--- config.mk ---
export PLATFORM = sky130hd
export DESIGN_NAME = ram_arbiter
export DESIGN_NICKNAME = d
export VERILOG_FILES = /design/src/rtl/ram_arbiter.sv
export SDC_FILE = /design/constraint.sdc
export NUM_CORES = 1
export LEC_CHECK = 0
export ABC_CLOCK_PERIOD_IN_PS = 2400
export CAP_MARGIN = 25
export CELL_PAD_IN_SITES_DETAIL_PLACEMENT = 1
export CELL_PAD_IN_SITES_GLOBAL_PLACEMENT = 2
export CORE_MARGIN = 2
export CORE_UTILIZATION = 25
export DETAILED_ROUTE_END_ITERATION = 8
export GPL_TIMING_DRIVEN = 0
export PLACE_DENSITY_LB_ADDON = 0.25
export SYNTH_ARGS = -nofsm -noshare
export SYNTH_HDL_FRONTEND = slang
export SYNTH_SLANG_ARGS = --single-unit
--- constraint.sdc ---
create_clock -name Clk -period 2.4 [get_ports Clk]
set_input_delay 0.6 -clock Clk [delete_from_list [all_inputs] [get_ports Clk]]
set_output_delay 0.6 -clock Clk [all_outputs]
set_load 0.02 [all_outputs]
--- src/rtl/ram_arbiter.sv ---
// Two-port arbiter and access sequencer for the shared Master_CPU RAM.
// Port A is instruction fetch and port B is load/store. One access runs at a time, and each completion is signalled with a one-cycle Ack.
module ram_arbiter #(
   parameter int unsigned ADDR_W        = 16,
   parameter int unsigned DATA_W        = 32,
   parameter int unsigned ACCESS_CYCLES = 2,
   parameter int unsigned PRIORITY_A    = 0
) (
   input  logic              Clk,
   input  logic              Reset,
   input  logic              A_Req,
   input  logic              A_RW,
   input  logic [ADDR_W-1:0] A_Address,
   input  logic [DATA_W-1:0] A_WData,
   output logic              A_Ack,
   output logic [DATA_W-1:0] A_RData,
   input  logic              B_Req,
   input  logic              B_RW,
   input  logic [ADDR_W-1:0] B_Address,
   input  logic [DATA_W-1:0] B_WData,
   output logic              B_Ack,
   output logic [DATA_W-1:0] B_RData,
   output logic              Mem_Enable,
   output logic              Mem_RW,
   output logic [ADDR_W-1:0] Mem_Address,
   output logic [DATA_W-1:0] Mem_In,
   input  logic [DATA_W-1:0] Mem_Out,
   output logic              Busy,
   output logic              Grant_B
);

   localparam int unsigned CNT_W = (ACCESS_CYCLES > 1) ? $clog2(ACCESS_CYCLES) : 1;

   typedef enum logic [1:0] {
      IDLE   = 2'd0,
      ACCESS = 2'd1,
      RESP   = 2'd2
   } state_t;

   state_t           state;
   logic [CNT_W-1:0] cnt;
   logic             last_grant;   // 1 = B was granted last
   logic             pick_b;

   // Arbitration: a lone requester wins; a tie goes to A or alternates, depending on PRIORITY_A
   always_comb begin
      pick_b = 1'b0;
      if (B_Req && !A_Req) begin
         pick_b = 1'b1;
      end else if (A_Req && B_Req && (PRIORITY_A == 0)) begin
         pick_b = ~last_grant;
      end
   end

   always_ff @(posedge Clk) begin
      if (Reset) begin
         state       <= IDLE;
         cnt         <= '0;
         last_grant  <= 1'b1;
         Grant_B     <= 1'b0;
         Busy        <= 1'b0;
         A_Ack       <= 1'b0;
         B_Ack       <= 1'b0;
         A_RData     <= '0;
         B_RData     <= '0;
         Mem_Enable  <= 1'b0;
         Mem_RW      <= 1'b0;
         Mem_Address <= '0;
         Mem_In      <= '0;
      end else begin
         A_Ack <= 1'b0;
         B_Ack <= 1'b0;
         case (state)
            IDLE: begin
               if (A_Req || B_Req) begin
                  state       <= ACCESS;
                  cnt         <= CNT_W'(ACCESS_CYCLES - 1);
                  last_grant  <= pick_b;
                  Grant_B     <= pick_b;
                  Busy        <= 1'b1;
                  Mem_Enable  <= 1'b1;
                  Mem_RW      <= pick_b ? B_RW      : A_RW;
                  Mem_Address <= pick_b ? B_Address : A_Address;
                  Mem_In      <= pick_b ? B_WData   : A_WData;
               end
            end
            ACCESS: begin
               // The last enabled cycle captures the read data and schedules the Ack
               if (cnt == '0) begin
                  state      <= RESP;
                  Mem_Enable <= 1'b0;
                  if (Grant_B) begin
                     B_Ack <= 1'b1;
                     if (Mem_RW) B_RData <= Mem_Out;
                  end else begin
                     A_Ack <= 1'b1;
                     if (Mem_RW) A_RData <= Mem_Out;
                  end
               end else begin
                  cnt <= cnt - 1'b1;
               end
            end
            RESP: begin
               state <= IDLE;
               Busy  <= 1'b0;
            end
            default: begin
               state      <= IDLE;
               Busy       <= 1'b0;
               Mem_Enable <= 1'b0;
            end
         endcase
      end
   end

endmodule
* Yosys cells after proc, flatten, opt, wreduce, memory -nomap -nowiden
Index checks and enable logic that the tools add are counted.
Storage, ports and cells: flip-flop bits (word level) 122, bits in latches 0, RAM bits 0, ROM bits 0, bits of input ports 134, memories kept 0
Operators by class: add/sub/neg operators 1, multipliers 0, div/mod/pow operators 0, order comparisons 0, eq/ne operators 4, shifts and indexed selects 0, muxes and demuxes 16, bitwise logic cells 5, reduce and logical (&&, ||, !) cells 14
Operator list (count):
- two-way mux 32 bit | 1
- two-way mux 16 bit | 1
- two-way mux 1 bit | 8
- AND reduction 2 bit | 4
- AND reduction 4 bit | 2
- NOT 1 bit | 5
- two-way mux 2 bit | 2
- != test 2 bit, second input constant | 2
- one-hot mux 1 bit (2 select lines) | 2
- one-hot mux 2 bit (2 select lines) | 1
- one-hot mux 1 bit (3 select lines) | 1
- AND reduction 3 bit | 1
- OR reduction 3 bit | 1
- equality test 2 x 1 -> 1 bit, second input constant | 1
- equality test 2 bit, second input constant | 1
- logical AND 1 bit | 2
- logical NOT 2 bit | 1
- nonzero test 2 bit | 1
- logical NOT 1 bit | 1
- logical OR 1 bit | 1
- subtractor 1 bit, second input constant | 1

* Logic depth before layout (Yosys ltp)
depth in word-level cells 4, depth in mapped cells 7, mapped depth without buffers 3

* Least setup slack after synthesis
OpenSTA, ideal clock, no wires.
path kind input -> register, start input B_Req, end register Mem_Address[10], setup time 88 ps, data arrival time 1639 ps, setup slack 673 ps, stages on the path 7, cells stage by stage or2_0 buf_2 and2_1 clkbuf_1 buf_6 buf_6 a311oi_2
On the way: longest elaborated chain between the ends 4, elaborated cells between the ends (all ways) 7, those cells by class mux (3); reduce/logical (4)
Ends and longest elaborated chain:
- from (decl) | RTL line 17 | input logic B_Req,
- logical AND 1 bit | RTL line 50 | end else if (A_Req && B_Req && (PRIORITY_A == 0)) begin
- two-way mux 1 bit | RTL line 50
- two-way mux 1 bit | RTL line 48 | if (B_Req && !A_Req) begin
- two-way mux 16 bit | RTL line 83 | Mem_Address <= pick_b ? B_Address : A_Address;
- to (signal assigned) | RTL line 83
- to (decl) | RTL line 25 | output logic [ADDR_W-1:0] Mem_Address,
Several ways; a longest one is shown, not always the timed one. A chain may end at the register's enable or synchronous reset.

* Worst setup path in the final report
start register Grant_B, end output Grant_B
RTL lines:
- from (decl) | RTL line 29 | output logic Grant_B
- from (signal assigned) | RTL line 79 | Grant_B <= pick_b;
No word-level cell between the ends.

==> metrics.log <==
[metrics] clock tree from TritonCTS: built
[metrics] final number of max-transition violations: 0
[metrics] net count after synthesis: ~690
[metrics] clock-pin slew of the registers on the worst-case setup and hold paths: 50 ps
[metrics] wire length of the first global-routing pass: 30,200 um
[metrics] buffers from clock root to sink, at most: 2
[metrics] total of fill cells in the finished design: 2,340
[metrics] worst slack after detailed placement: -189 ps
[metrics] required time of the critical path: 1800 ps
[metrics] final setup margin: 264 ps
[metrics] Final Hold Fails: 0
[metrics] number of rows created at floorplan: 52
[metrics] GP Congestion: a little under 0.8
[metrics] post-layout util: 42.5%
[metrics] starting density of the core: 25.7%
[metrics] clk sinks: 122
[metrics] number of diodes added for antenna fixing: 0
[metrics] met3 demand-to-capacity share in global routing: ~6.5%
[metrics] status: finished, final reports clean
[metrics] Tightest Hold Check Type: reg2reg
[metrics] layout net count: 963
[metrics] number of cells after detailed placement: 1,080
[metrics] cell type with the largest total area after synthesis: dfxtp_1
[metrics] H-tree lvl count: 4
[metrics] nature of the critical path endpoint: output port
[metrics] via count of the first global-routing pass: 5,537
[metrics] Most Crowded Layer GR: met2
[metrics] DR WL/cell: 17.6 um
[metrics] CTS buffer count: 17
[metrics] share of cells above drive strength 1: 7.25%
[metrics] minimum setup slack among reg-to-reg paths: around 650 ps
[metrics] mean instance size in the synthesized netlist: 9.33 um^2
[metrics] IO Port Bufs: 250
[metrics] Largest delay share family, worst path: buffers and inverters
[metrics] highest ir drop seen on vdd: 0.448 mV
[metrics] placed instance area: 0.00807 mm^2
[metrics] root cell of the clock tree: clkbuf_16
[metrics] Worst path max stage delay: about 670 ps
[metrics] number of standard cells in the layout, taps in and fillers out: 1,111
[metrics] later-pin clock latency in the skew report: 410 ps
[metrics] Area Growth Syn to Fin: 65.6%
[metrics] final cycle utilization of the critical path: 89.0%
[metrics] Post-CTS Hold Buffers: 0
[metrics] all-layer global routing usage: 17.6%
[metrics] Max transition margin: between 50% and 60%
[metrics] DRC errors left: 0
[metrics] Slowest cell on crit path: clkdlybuf4s50_1
[metrics] Die Footprint: 0.0221 mm^2
[metrics] unrepaired setup endpoints after global routing: no
[metrics] via count: 5,119
[metrics] Pre-antenna DRT Iters: 4
[metrics] sequential element share of the synthesized area: 46.7%
[metrics] top cells by area in the synthesized netlist: dfxtp_1 (47%), mux2i_1 (12%), nand2b_1 (12%), nand2_1 (7.3%), a311oi_1 (6.5%)
[metrics] critical path arrival: 1540 ps
[metrics] # Post-CTS Setup Buffers: 0
[metrics] Post-Route WL: 19,600 um
[metrics] total power divided by cell area: between 600 and 700 mW/mm^2
[metrics] worst clock skew: 7.40 ps
[metrics] Total Neg Setup Slack: 0 ps
[metrics] pin count of the biggest net entering global routing: 17
[metrics] kind of start point of the critical path: flip-flop
[metrics] total overflow reported by the global router: 0
[metrics] worst slew pin tran: 625 ps
[metrics] CTS-repair resized insts: 0
[metrics] count of pins on the block boundary: about 250
[metrics] count of maximum capacitance violations: 0
[metrics] Yosys warning total: 0
[metrics] share of the synthesized area in the top cell type: 46.7%
[metrics] DR iter-0 viols: 140
[metrics] Min Clock Period, post-route: 2140 ps
[metrics] width of the die: 149 um
[metrics] total standard cell area after synthesis: 0.00523 mm^2
[metrics] synthesized instance count: 560
[metrics] post-route cell area: 0.00866 mm^2
[metrics] total power: a little over 6 mW
[metrics] static power due to leakage: ~3.3 nW
[metrics] met1 Track Usage GR: between 20% and 30%
[metrics] post-synth cell types: 28
[metrics] die extent in y: 149 um
[metrics] Crit Path Category: reg2out
[metrics] critical path fanouts, max: 8
[metrics] antenna violations before repair: 0
[metrics] maximum clock rate: 468 MHz
[metrics] sequence of cells on the critical path: clkdlybuf4s50_1
[metrics] core region area: 0.0204 mm^2
[metrics] smallest hold slack: ~470 ps
[metrics] number of flip-flops and latches in the synthesized netlist: 122
[metrics] number of nets with antenna violations after detailed routing: 0
[metrics] setup-violating endpoint count in the final report: 0
[metrics] CP bufs+invs: 1
[metrics] M2 GR Usage: 30.6%
[metrics] DP HPWL: 15,200 um
[metrics] vias per cell: 4.61
[Yosys cell counts]
cell type and number:
nor4_1 1, a311oi_1 39, a21boi_1 1, and4b_1 1, nand3b_1 1, a21bo_2 2
mux2i_1 64, nand4_2 1, buf_1 3, inv_1 1, a21oi_1 54, nor2b_1 3
buf_4 4, nor2_1 1, a311oi_2 10, buf_2 11, nor2_4 1, buf_6 2
a221o_1 1, o21ai_0 2, nand4b_1 1, dfxtp_1 122, or2_0 1, nand2_1 101
and2_1 2, and4_1 1, nand2b_1 97, clkbuf_1 32
[layout make-up]
cell class                 count  area [um^2]  area share [%]
multi-input combinational    385         2540            29.4
timing repair buffer         250         2500            28.9
sequential                   122         2440            28.2
clock buffer                  21          470            5.44
tap                          270          338            3.90
buffer                        52          239            2.76
clock inverter                10          118            1.36
inverter                       1         3.75          0.0434
[report_power, final]
group / switching (mW) / internal, mW / leakage, nW / total, mW
sequential: 0.0830 / 2.17 / 0.998 / 2.25
clock: 0.948 / 1.61 / 0.278 / 2.55
combinational: 0.626 / 0.616 / 2.01 / 1.24
total: 1.66 / 4.39 / 3.28 / 6.04
[registers in the layout, indices dropped and copies added (netlist names)]
name / cells
A_Ack: 1
A_RData: 32
B_Ack: 1
B_RData: 32
Busy: 1
Grant_B: 1
Mem_Address: 16
Mem_Enable: 1
Mem_In: 32
Mem_RW: 1
cnt: 1
last_grant: 1
state: 2
[worst register-to-register path: cells and delay by family (launching register included)]
kind	cells	cell delay, ps
simple gates	1	160
compound gates	2	460
buf+inv	2	680
flops	1	360
[placed cells by master (no fill, tap or decap), types with 2 or more instances in the layout]
cell	count
dfxtp_1	122
and2_1	2
clkbuf_1	33
a21oi_1	54
nor2b_1	3
mux2i_1	64
buf_6	2
clkinv_2	2
a21bo_2	2
nand2b_1	97
o21ai_0	2
clkbuf_8	3
bufinv_16	2
clkbuf_16	17
a311oi_1	39
clkdlybuf4s50_1	250
clkinvlp_4	4
nand2_1	101
buf_4	4
buf_2	11
a311oi_2	10
buf_1	3
[worst paths after layout]
| check | end | startpoint | depth (start not counted) |
|---|---|---|---|
| worst max-delay path | Grant_B | Grant_B | 1 |
| worst min-delay path | A_RData[0] | A_RData[0] | 2 |
| worst max register to register | Mem_Address[12] | last_grant | 5 |
| worst min register to register | A_RData[0] | A_RData[0] | 2 |
[metal layers]
layer  up-vias  share of wire, %
met3        22               8.5
met4         0               1.7
met5         -                 0
li1       2478                 -
met1      2443                41
met2       176                49
[logic make-up after synthesis]
group | share of synthesized area [%]
AND/OR/NAND/NOR | 20.9
flip-flops | 46.7
AO/OA/AOI/OAI | 15.5
multiplexers | 12.3
buffers and inverters | 4.64
Note: power is estimated with default switching activity, not from simulation.
==> patch 1 (config.mk and constraints unchanged) <==
Re-encode `state_t` (3 states) as one-hot, 3 bits wide.
--- a/src/rtl/ram_arbiter.sv
+++ b/src/rtl/ram_arbiter.sv
@@ -31,10 +31,10 @@
 
    localparam int unsigned CNT_W = (ACCESS_CYCLES > 1) ? $clog2(ACCESS_CYCLES) : 1;
 
-   typedef enum logic [1:0] {
-      IDLE   = 2'd0,
-      ACCESS = 2'd1,
-      RESP   = 2'd2
+   typedef enum logic [2:0] {
+      IDLE   = 3'b001,
+      ACCESS = 3'b010,
+      RESP   = 3'b100
    } state_t;
 
    state_t           state;
Function: same outputs for any inputs over 4 cycles, from zero or initial values and one cycle with Reset high; so few cycles prove little.
==> patch 1 against the original RTL <==
  * Setup slack got worse by 0.10 ns
  * Sequential cell count rose by 1
  * Utilization rose by 0.96 points
  * Clock skew barely moved
  * Routed wire length fell by 2.4%
  * Area after synthesis fell by 3.9%
  * Synthesized cell count fell by 15%
  * Total power rose by 8.9%
  * Design area fell by 1.6%
==> patch 1: results (changes against the original RTL) <==
- The worst-path maximum fanout was 15 (was 8).
- The length of routed met3 wiring is 1678 um (was 1657 um).
- The non-clock inverter count in the final layout is 2 (was 1).
- The first-pass GRT wire length came to 30350 um (was 30230 um).
- The sequential cell area in the final layout is 2462 um^2 (was 2442 um^2).
- Run status: completed (unchanged).
- The worst slew margin relative to its limit is 0.5553 (was 0.5834).
- The number of library cell types mapped by synthesis is 40 (was 28).
- The placed standard-cell area is 7868 um^2 (was 8068 um^2).
- The aggregate routed wire length is 19080 um (was 19560 um).
- The maximum clock skew at final layout was 0.006952 ns (was 0.007405 ns).
- The mux share of post-synthesis cell area is 0.06376 (was 0.1225).
- The final-layout fill cell count was 2172 (was 2340).
- The clock sink count is 123 (was 122).
- The post-CTS resize count is 2 (was 0).
- The net count after synthesis is 611 (was 694).
- The delay of the slowest cell on the worst path was 0.70 ns (was 0.67 ns).
- The area of combinational cells with multiple inputs is 2262 um^2 (was 2542 um^2).
- The internal power is 4.775 mW (was 4.387 mW).
- The count of flip-flops and latches is 123 (was 122).
- The maximum VDD drop came to 0.4654 mV (was 0.4483 mV).
- The final layout net count came to 880 (was 963).
- The capture point of the worst reg-to-reg path is B_RData[11] (was Mem_Address[12]).
- The routed via count came to 4934 (was 5119).
- The data arrival time of the worst path is 2.54 ns (was 1.54 ns).
- The post-synthesis area per instance is 10.53 um^2 (was 9.335 um^2).
- The number of instances in the placed design was 993 (was 1080).
- The number of global-route vias before repair is 5429 (was 5537).
- The number of DRC markers after the initial detailed-route iteration is 153 (was 140).
- The met1 wire length came to 8089 um (was 8068 um).
- The routability congestion estimate from global placement was 0.7562 (was 0.7796).
patch 1: cell types whose count changed in the layout (fill, tap and decap cells not counted), sizes merged, moves of 17 or more:
cell and change:
o211ai +17, a311oi -49, o21ai +17, a21oi -52, o221a +49, nand2 -49, nand2b -78, o2bb2ai +49
mux2i -32
patch 1: worst register-to-register path, stage by stage, from the launching register on:
cell and delay (ns):
sky130_fd_sc_hd__dfxtp_1 0.30, sky130_fd_sc_hd__buf_2 0.18, sky130_fd_sc_hd__nor4b_1 0.47, sky130_fd_sc_hd__and3_1 0.27, sky130_fd_sc_hd__buf_2 0.27, sky130_fd_sc_hd__buf_4 0.28
sky130_fd_sc_hd__mux2i_1 0.21
patch 1: worst max-delay path by stage:
stage	end	slack, ns	cells past startpoint
2_1_floorplan	A_RData[15]	0.57	7
3_3_place_gp	Mem_Address[8]	-0.46	6
3_5_place_dp	B_RData[4]	-0.53	6
4_1_cts	Mem_Address[14]	0.01	5
5_1_grt	Mem_Address[14]	0.03	5
6_report	Mem_Address[14]	0.16	5
==> patch 2 (same settings) <==
Without the edit above. Change the parameter `DATA_W` from 32 to 64.
--- a/src/rtl/ram_arbiter.sv
+++ b/src/rtl/ram_arbiter.sv
@@ -2,7 +2,7 @@
 // Port A is instruction fetch and port B is load/store. One access runs at a time, and each completion is signalled with a one-cycle Ack.
 module ram_arbiter #(
    parameter int unsigned ADDR_W        = 16,
-   parameter int unsigned DATA_W        = 32,
+   parameter int unsigned DATA_W        = 64,
    parameter int unsigned ACCESS_CYCLES = 2,
    parameter int unsigned PRIORITY_A    = 0
 ) (
Ports: changed (6 resized); port bits go from 252 to 444. The function was not compared with the original's and may differ.
==> patch 2 against the original RTL <==
  * Sequential cell count rose by 96
  * Total power is 71% higher
  * Design area grew 78%
  * Sequential power up 77%
  * Routed wire length rose by 98%
  * Register-to-register slack better by 0.12 ns
  * Setup slack lost 0.16 ns
  * Area after synthesis increased by 80%
==> patch 2: results (changes against the original RTL) <==
- The critical path launch point is Mem_RW (was Grant_B).
- Top area cells in the synthesized netlist: sky130_fd_sc_hd__dfxtp_1 (46%), sky130_fd_sc_hd__mux2i_1 (14%), sky130_fd_sc_hd__nand2b_1 (13%) (was sky130_fd_sc_hd__dfxtp_1 (47%), sky130_fd_sc_hd__mux2i_1 (12%), sky130_fd_sc_hd__nand2b_1 (12%)).
- The pin count of the biggest net entering global routing is 14 (was 17).
- The worst setup margin came to 0.1035 ns (was 0.2637 ns).
- Run status: completed (unchanged).
- The origin of the critical flop-to-flop path is state[1] (was last_grant).
- The sequential fraction of the synthesis area was 0.4640 (was 0.4672).
- The total net switching power is 2.857 mW (was 1.657 mW).
- The launch point of the worst hold path is B_RData[48] (was A_RData[0]).
- Largest registers: A_RData: 64 flops, B_RData: 64 flops, Mem_In: 64 flops (was A_RData: 32 flops, B_RData: 32 flops, Mem_In: 32 flops).
- The final layout net count is 1684 (was 963).
- The register-to-register path setup slack is 0.77 ns (was 0.65 ns).
- The delay of the slowest cell on the worst path is 0.70 ns (was 0.67 ns).
- The worst-path maximum fanout was 6 (was 8).
- The number of global-route vias before repair was 9574 (was 5537).
- The leakage power total is 5.924 nW (was 3.281 nW).
- The number of library cell types mapped by synthesis is 30 (was 28).
- The maximum buffer depth of the clock tree is 3 (was 2).
- The maximum clock skew at final layout was 0.009394 ns (was 0.007405 ns).
- The initial antenna violation count is 5 (was 0).
- The overall global routing resource usage was 0.1898 (was 0.1764).
- The routability congestion estimate from global placement came to 0.8011 (was 0.7796).
- The number of DRC markers after the initial detailed-route iteration is 188 (was 140).
- The final-layout fill cell count was 4270 (was 2340).
- The maximum VDD drop was 0.3988 mV (was 0.4483 mV).
patch 2: metal layers:
layer | track usage | wire length (um) | part of all wire
met5 | 0 | 40 | 0.0010
met4 | 0.04316 | 764 | 0.020
met3 | 0.06779 | 3382 | 0.087
met2 | 0.3348 | 18680 | 0.48
met1 | 0.2191 | 15790 | 0.41
patch 2: cell type report:
type,count,area (um^2),share of cell area
well taps,511,639.4,0.04151
clock buffers,43,868.3,0.05638
flip-flops and latches,218,4364,0.2833
diodes,2,5.005,0.0003249
clock inverters,6,57.56,0.003737
repair buffers,442,4427,0.2874
multi-input cells,673,4471,0.2903
inverters,1,3.754,0.0002437
plain buffers,90,566.8,0.03680
patch 2: metrics by stage:
stage / hold slack, ns / cells / utilization / total power [mW]
after detailed placement: 0.4665 / 1935 / 0.3869 / 6.230
after CTS: 0.4778 / 1984 / 0.4116 / 10.53
final: 0.4692 / 1986 / 0.4118 / 10.35
after global routing: 0.4946 / 1986 / 0.4118 / 10.83
after global placement: 0.4583 / 1935 / 0.3869 / 6.212
after floorplan: 0.4925 / 982 / - / 5.077
patch 2: logic make-up (layout without fill, tap and decap cells):
group	after synthesis	in the layout	share of synthesized area
other cells	0	2	0
mux	128	128	0.1362
buf+inv	91	582	0.06066
compound gates	173	173	0.1336
flops	218	218	0.4640
simple gates	372	372	0.2055
patch 2: power by group through the flow:
| stage | sequential, mW | combinational [mW] | clock [mW] |
|---|---|---|---|
| after global routing | 4.01 | 2.31 | 4.51 |
| final | 3.98 | 2.15 | 4.22 |
| after CTS | 3.98 | 2.18 | 4.37 |
| after floorplan | 4.30 | 0.773 | 0 |
| after global placement | 4.05 | 2.16 | 0 |
| after detailed placement | 4.06 | 2.17 | 0 |
patch 2: repair_timing:
item,in CTS,in global routing
buffers inserted,0,0
resized for setup,0,1
endpoints found under the setup margin,0,1
patch 2: worst paths after layout:
path         cells past startpoint           to
max                              1       Mem_RW
min                              2  B_RData[48]
max reg2reg                      4   Mem_In[13]
min reg2reg                      2  B_RData[48]
